<file path="config.mk">
export PLATFORM = sky130hd
export DESIGN_NAME = cla_adder_pipe
export DESIGN_NICKNAME = d
export VERILOG_FILES = /design/src/rtl/cla_pkg.sv /design/src/rtl/cla4_gp.sv /design/src/rtl/cla_adder_pipe.sv
export SDC_FILE = /design/constraint.sdc
export NUM_CORES = 1
export LEC_CHECK = 0
export BUFFER_PORTS_ARGS = -buffer_cell sky130_fd_sc_hd__buf_2
export CAP_MARGIN = 40
export CORE_ASPECT_RATIO = 0.8
export CORE_MARGIN = 2
export CORE_UTILIZATION = 35
export DETAILED_ROUTE_END_ITERATION = 16
export GPL_ROUTABILITY_DRIVEN = 0
export GPL_TIMING_DRIVEN = 1
export PLACE_DENSITY = 0.64
export SETUP_SLACK_MARGIN = 0.15
export SLEW_MARGIN = 20
export SYNTH_ARGS = -nofsm -noshare
export SYNTH_HDL_FRONTEND = slang
export SYNTH_SLANG_ARGS = --single-unit
</file>
<file path="constraint.sdc">
create_clock -name clk -period 1.68 [get_ports clk]
set_input_delay 0.168 -clock clk [delete_from_list [all_inputs] [get_ports clk]]
set_output_delay 0.168 -clock clk [all_outputs]
set_load 0.01 [all_outputs]
</file>
<file path="src/rtl/cla_pkg.sv">
// Shared constants and stage control bundle for the pipelined CLA adder.
// Data widths depend on parameters, so the data half of a stage lives in the top.
package cla_pkg;

   localparam int BLK_W = 4;

   typedef struct packed {
      logic valid;
      logic carry;
      logic ovf;
   } stage_ctl_t;

   function automatic int stages(input int width, input int gps);
      return width / (BLK_W * gps);
   endfunction

endpackage

</file>
<file path="src/rtl/cla4_gp.sv">
// Combinational 4-bit carry-lookahead group.
// Exports group generate/propagate and the carry into bit 3 for overflow.
module cla4_gp (
   input  logic [3:0] a,
   input  logic [3:0] b,
   input  logic       cin,
   output logic [3:0] s,
   output logic       g,
   output logic       p,
   output logic       c3
);

   logic [3:0] gi;
   logic [3:0] pi;
   logic [3:0] c;

   assign gi = a & b;
   assign pi = a ^ b;

   assign c[0] = cin;
   assign c[1] = gi[0] | (pi[0] & cin);
   assign c[2] = gi[1] | (pi[1] & gi[0])
               | (pi[1] & pi[0] & cin);
   assign c[3] = gi[2] | (pi[2] & gi[1])
               | (pi[2] & pi[1] & gi[0])
               | (pi[2] & pi[1] & pi[0] & cin);

   assign g = gi[3] | (pi[3] & gi[2])
            | (pi[3] & pi[2] & gi[1])
            | (pi[3] & pi[2] & pi[1] & gi[0]);
   assign p = &pi;

   assign s  = pi ^ c;
   assign c3 = c[3];

endmodule

</file>
<file path="src/rtl/cla_adder_pipe.sv">
// Pipelined carry-lookahead adder/subtractor with valid/ready on both sides.
// Each stage adds 4*GROUPS_PER_STAGE bits; the carry crosses stage registers.
module cla_adder_pipe
   import cla_pkg::*;
#(
   parameter int WIDTH            = 16,
   parameter int GROUPS_PER_STAGE = 1
) (
   input  logic             clk,
   input  logic             rst_n,
   input  logic             in_valid,
   output logic             in_ready,
   input  logic [WIDTH-1:0] a,
   input  logic [WIDTH-1:0] b,
   input  logic             c_in,
   input  logic             sub,
   output logic             out_valid,
   input  logic             out_ready,
   output logic [WIDTH-1:0] sum,
   output logic             c_out,
   output logic             ovf
);

   localparam int GPS    = GROUPS_PER_STAGE;
   localparam int SW     = BLK_W * GPS;
   localparam int STAGES = stages(WIDTH, GPS);

   typedef struct packed {
      stage_ctl_t       ctl;
      logic [WIDTH-1:0] sum_lo;
      logic [WIDTH-1:0] a_hi;
      logic [WIDTH-1:0] b_hi;
   } stage_t;

   if ((WIDTH < BLK_W) || (WIDTH % SW != 0)) begin : g_bad_width
      $error("cla_adder_pipe: WIDTH must be a multiple of 4*GROUPS_PER_STAGE");
   end

   logic   en;
   stage_t pipe [STAGES+1];

   assign en       = !pipe[STAGES].ctl.valid || out_ready;
   assign in_ready = en;

   assign pipe[0] = '{
      ctl:    '{valid: in_valid, carry: sub ? 1'b1 : c_in, ovf: 1'b0},
      sum_lo: '0,
      a_hi:   a,
      b_hi:   sub ? ~b : b
   };

   for (genvar k = 0; k < STAGES; k++) begin : g_stage
      localparam int LO = k * SW;

      logic [GPS-1:0] gg;
      logic [GPS-1:0] pp;
      logic [GPS-1:0] c3v;
      logic [GPS:0]   gc;
      logic [SW-1:0]  s;
      logic           c3_unused;
      stage_t         prv;
      stage_t         stg_d;
      stage_t         stg_q;

      assign prv = pipe[k];

      for (genvar g = 0; g < GPS; g++) begin : g_grp
         cla4_gp u_grp (
            .a   (prv.a_hi[LO+g*BLK_W +: BLK_W]),
            .b   (prv.b_hi[LO+g*BLK_W +: BLK_W]),
            .cin (gc[g]),
            .s   (s[g*BLK_W +: BLK_W]),
            .g   (gg[g]),
            .p   (pp[g]),
            .c3  (c3v[g])
         );
      end

      // Flat sum-of-products per group carry: no ripple between groups.
      always_comb begin
         logic t;
         logic m;
         gc    = '0;
         gc[0] = prv.ctl.carry;
         for (int j = 1; j <= GPS; j++) begin
            t = prv.ctl.carry;
            for (int i = 0; i < j; i++) t = t & pp[i];
            for (int i = 0; i < j; i++) begin
               m = gg[i];
               for (int n = i + 1; n < j; n++) m = m & pp[n];
               t = t | m;
            end
            gc[j] = t;
         end
      end

      always_comb begin
         stg_d                  = prv;
         stg_d.sum_lo[LO +: SW] = s;
         stg_d.a_hi[LO +: SW]   = '0;
         stg_d.b_hi[LO +: SW]   = '0;
         stg_d.ctl.carry        = gc[GPS];
         stg_d.ctl.ovf          = c3v[GPS-1] ^ gc[GPS];
      end

      assign c3_unused = ^c3v;

      always_ff @(posedge clk or negedge rst_n) begin
         if (!rst_n) begin
            stg_q <= '0;
         end else if (en) begin
            stg_q <= stg_d;
         end
      end

      assign pipe[k+1] = stg_q;
   end

   assign out_valid = pipe[STAGES].ctl.valid;
   assign sum       = pipe[STAGES].sum_lo;
   assign c_out     = pipe[STAGES].ctl.carry;
   assign ovf       = pipe[STAGES].ctl.ovf;

endmodule

</file>
**Word-level counts from Yosys, hierarchy flattened**

Index checks and enable logic that the tools add are counted.

- Register bits after elaboration: 97
- Input bits: 38
- Output and inout bits: 20

- Muxes and demuxes: 2
- Bitwise logic cells: 114
- Reductions and logical operators: 6

Operators by type and width:

| operator | count |
|---|---|
| $and A1 B1 Y1 | 60 |
| $or A1 B1 Y1 | 40 |
| $xor A4 B4 Y4 | 8 |
| $and A4 B4 Y4 | 4 |
| $mux W16 | 1 |
| $not A16 Y16 | 1 |
| $reduce_and A4 Y1 | 4 |
| $logic_not A1 Y1 | 1 |
| $logic_or A1 B1 Y1 | 1 |
| $mux W1 | 1 |
| $xor A1 B1 Y1 | 1 |

**Depth between registers and ports, before layout**

- Depth in word-level cells: 8
- Depth in mapped cells: 8
- Gate-level depth less buffers: 6

**Modules after synthesis**

Synthesis repeated with hierarchy kept, for this count alone.

- Cells, all modules: 341
- Area, all modules: 4559.4 um^2

Modules (own cells, without submodules):

| module | times used | cells an instance | area each (um^2) |
|---|---|---|---|
| cla_adder_pipe | 1 | 249 | 3818.7 |
| cla4_gp (g_stage[2].g_grp[0].u_grp ...) | 2 | 23 | 182.7 |
| cla4_gp (g_stage[0].g_grp[0].u_grp) | 1 | 23 | 193.9 |
| cla4_gp (g_stage[1].g_grp[0].u_grp) | 1 | 23 | 181.4 |

**Worst setup path after synthesis**

Ideal clock, no wire load.

- Kind: input port to flip-flop
- Start point: input port sub
- End point: register g_stage[0].stg_q[35] (netlist bit)
- Setup time: 120 ps
- Arrival: 1771 ps
- Data required time: 1560 ps
- Setup slack: -211 ps
- Stages on the path: 8
- Cells stage by stage: buf_6 > buf_2 > xor2_1 > ha_1 > a21oi_1 > a21boi_2 > or3_1 > a31o_1

- Word-level cells in the longest chain between the ends: 7
- Elaborated cells on any way between the ends: 13
- Those cells by class: mux: 2; bitwise: 11

Ends and longest elaborated chain:

| what | RTL line | text |
|---|---|---|
| from (decl) | cla_adder_pipe.sv:16 | `input logic sub,` |
| $mux W16 | cla_adder_pipe.sv:49 | `b_hi: sub ? ~b : b` |
| $xor A4 B4 Y4 or $and A4 B4 Y4 (tied branches) | cla4_gp.sv:18, cla4_gp.sv:17 |  |
| $and A1 B1 Y1 (on tied branches) | cla4_gp.sv:24, cla4_gp.sv:25, cla4_gp.sv:26 |  |
| $or A1 B1 Y1 (tied with other cells) | cla4_gp.sv:24 | `assign c[3] = gi[2] \| (pi[2] & gi[1])` |
| $or A1 B1 Y1 or $and A1 B1 Y1 (tied branches) | cla4_gp.sv:25, cla4_gp.sv:26 |  |
| $or A1 B1 Y1 | cla4_gp.sv:26 | `\| (pi[2] & pi[1] & pi[0] & cin);` |
| $xor A4 B4 Y4 * | cla4_gp.sv:33 | `assign s = pi ^ c;` |
| to (signal assigned) | cla_adder_pipe.sv:112 | `stg_q <= stg_d;` |
| to (decl) | cla_adder_pipe.sv:63 | `stage_t stg_q;` |

Every way passes the cells marked *; elsewhere a longest branch is shown, timed or not.
A chain may end at the register's enable or synchronous reset.

**Final worst setup path**

- Start point: register g_stage[3].stg_q, in the netlist out_valid
- End point: output port in_ready

- Word-level cells in the longest chain between the ends: 2

Ends and longest elaborated chain:

| what | RTL line | text |
|---|---|---|
| from (decl) | cla_adder_pipe.sv:63 |  |
| from (signal assigned) | cla_adder_pipe.sv:112 |  |
| $logic_not A1 Y1 | cla_adder_pipe.sv:42 | `assign en = !pipe[STAGES].ctl.valid \|\| out_ready;` |
| $logic_or A1 B1 Y1 | cla_adder_pipe.sv:42 |  |
| to (decl) | cla_adder_pipe.sv:12 | `output logic in_ready,` |

Every way passes these cells.

==> qor.yml <==
floorplanning:
  die_h_microns: 103
  die-area_sq_um: 13100
  die_w_microns: 127
  initial_core_util: 0.355
  core_area_sq_um: 12000
  row_count: 36
  ios: 58
timing:
  maxSlewViolCount: 0
  worst_slew_pin_slew_ns: 0.467
  slew_headroom: 0.688
  rsz0062_at_grt: "false"
  finalHoldViolCount: 0
  fin_crit_sh: 0.876
  finalClockSkew_ns: 0.00946
  min_period_ns: 1.47
  finalSetupViolations: 0
  max_freq_mhz: 680
power:
  clockPowerShare: 0.224
  seq_power_share: 0.407
  powerDensity_nw_per_um2: 1850
  intPower_mw: 6.35
  power_frac_comb: 0.369
  ir_drop_mv: 0.561
  netSwitchingPower_mw: 3.40
  leakage_nw: 2.68
  p_sw_frac: 0.349
  finalPower_mw: 9.75
global_routing:
  antenna_found_initial: 0
  grt_pass1_vias: 3040
  overflow: 0
  grt_pass1_wl_microns: 14600
  grt_max_degree: 81
  grt.total_usage: 0.143
final_layout:
  num_antenna_cells: 0
  final_cell_mix: "nand2_1 (213), dfrtp_1 (97), buf_2 (56)"
  drive_gt1_frac: 0.200
  fin_nets: 578
  stdcell_count: 676
  postLayoutCoreUtil: 0.438
  fillers: 1214
  synthToLayoutAreaGrowth_pct: 23.6
  final_common_cell: "nand2_1"
setup_path:
  end_kind: "output pin"
  startpoint_type: "flip-flop"
  crit_arrival_ns: 1.30
  path_max_fanout: 13
  cp.required_ns: 1.51
  worstSetupPathType: "flip-flop to output pin"
detailed_routing:
  drt_wl_total_microns: 8680
  wl_per_cell_microns: 12.8
  first_pass_iters: 4
  final_antenna_net_count: 0
  via_count: 3057
  drt_iter0_drc: 173
  drc: 0
  via_per_inst: 4.52
logic_synthesis:
  ys_types: 30
  ys_seq_area_frac: 0.569
  ys_warn_count: 0
  syn-num-nets: 514
  ys_seq_elements: 97
  synthesis.area_sq_um: 4270
  synthCells: 456
  syn_area_per_cell_sq_um: 9.35
clock_tree:
  clk_pin_slew_worst_paths_ns: 0.06
  clkSinkCount: 97
  cts_tree: "built"
  root_buffer: "clkbuf_16"
  cts_max_level: 3
  clock_path_buffers: 2
  cts_made_buffers: 9
  worstSkewPairLatency_ns: 0.35
status:
  status: "complete, no violations"
placement:
  dp.cells: 654
  portBuffers: 57
  dp_hpwl_microns: 5810
run:
  cap_violations: 0
min_path:
  hold_class: "primary input to flip-flop"
[area by class of cell]
cell class | count | area, sq um | area share
Clock buffer | 11 | 243 | 0.0461
Clock inverter | 4 | 77.6 | 0.0147
Inverter | 7 | 28.8 | 0.00546
Multi-Input combinational cell | 329 | 1790 | 0.340
Sequential cell | 97 | 2430 | 0.461
Tap cell | 152 | 190 | 0.0361
Timing Repair Buffer | 76 | 513 | 0.0973
[sequential cells by signal, indices dropped and copies added, names as in the netlist]
| signal | flops |
|---|---|
| c_out | 1 |
| g_stage.stg_q | 78 |
| out_valid | 1 |
| ovf | 1 |
| sum | 16 |
[power groups by stage]
stage                     sequential, mW  clock (mW)  combinational, mW
after global placement              3.95           0               3.08
after detailed placement            3.99           0               3.19
final                               3.97        2.18               3.59
after global routing                4.11        2.34               4.14
after floorplan                     3.95           0               2.21
after CTS                           3.96        2.25               3.35
[synthesized netlist by cell type (all sizes together)]
master	count	area share
nor2b	1	0.0015
or3	1	0.0015
buf	11	0.015
inv	7	0.0062
a21boi	1	0.0026
xnor2	16	0.033
o21bai	3	0.0053
or2	1	0.0015
ha	16	0.047
dfrtp	97	0.57
a22oi	1	0.0018
nand2	213	0.19
a21o	3	0.0053
o31ai	1	0.0018
nand2b	1	0.0015
and2	1	0.0015
xor2	7	0.014
o211ai	1	0.0029
a21oi	9	0.011
fa	4	0.019
a31o	1	0.0021
mux2i	1	0.0023
a211oi	7	0.012
clkbuf	12	0.011
nor2	8	0.0070
o21ai	32	0.038
[layer usage]
layer | GRT usage | wire [microns]
met1 | 0.200 | 4420
met4 | 0.0507 | 110
met5 | 0 | 0
met3 | 0.0415 | 479
met2 | 0.213 | 3670
[critical path, stage by stage (launching register included)]
cell and delay [ns]:
dfrtp_1 0.37, nor2b_4 0.14, inv_4 0.15, buf_12 0.16
buf_2 0.13
[per-stage QoR]
step | setup TNS (ns) | area [sq um] | setup slack (ns) | hold WS, ns
detailed placement | -0.0242 | 4770 | -0.0242 | 0.162
global route | 0 | 5270 | 0.124 | 0.00994
global placement | 0 | 4770 | 0.0297 | 0.157
floorplan | -0.0767 | 4290 | -0.0767 | -0.128
finish | 0 | 5270 | 0.209 | 0.0174
CTS | 0 | 5160 | 0.141 | 0.0101
[cells by family (layout without fill, tap and decap cells)]
kind of cell               count (synthesis)  count (layout)  share of synthesized area
and+or+nand+nor                          226             226                      0.202
xor gates and xnor gates                  23              23                     0.0472
buffers and inverters                     30              98                     0.0317
AOI/OAI and AO/OA                         59              59                     0.0821
adders and majority gates                 20              20                     0.0657
DFF                                       97              97                      0.569
muxes                                      1               1                    0.00235
[final timing paths]
path                       depth (start not counted)                               end                             start  slack (ns)
setup / recovery                                   4                          in_ready             out_valid$_DFFE_PN0P_        0.21
hold / removal                                     3  g_stage[0].stg_q[30]$_DFFE_PN0P_                             a[14]        0.02
max in group asynchronous                          3  g_stage[0].stg_q[49]$_DFFE_PN0P_                             rst_n        0.73
min in group asynchronous                          2  g_stage[1].stg_q[50]$_DFFE_PN0P_                             rst_n        0.32
hold reg to reg                                    2               sum[12]$_DFFE_PN0P_               sum[12]$_DFFE_PN0P_        0.46
setup reg to reg                                   5                   ovf$_DFFE_PN0P_  g_stage[2].stg_q[14]$_DFFE_PN0P_        0.22
[repair_timing]
action                                 4_1_cts  5_1_grt
setup endpoints to repair                    8        8
resized for setup                            5       10
pin swaps                                    3        6
hold buffers                                 1        0
endpoints found under the hold margin       32        0
buffers inserted                             0        4
gates cloned                                 1        1
Power figures use the tool's default switching activity.
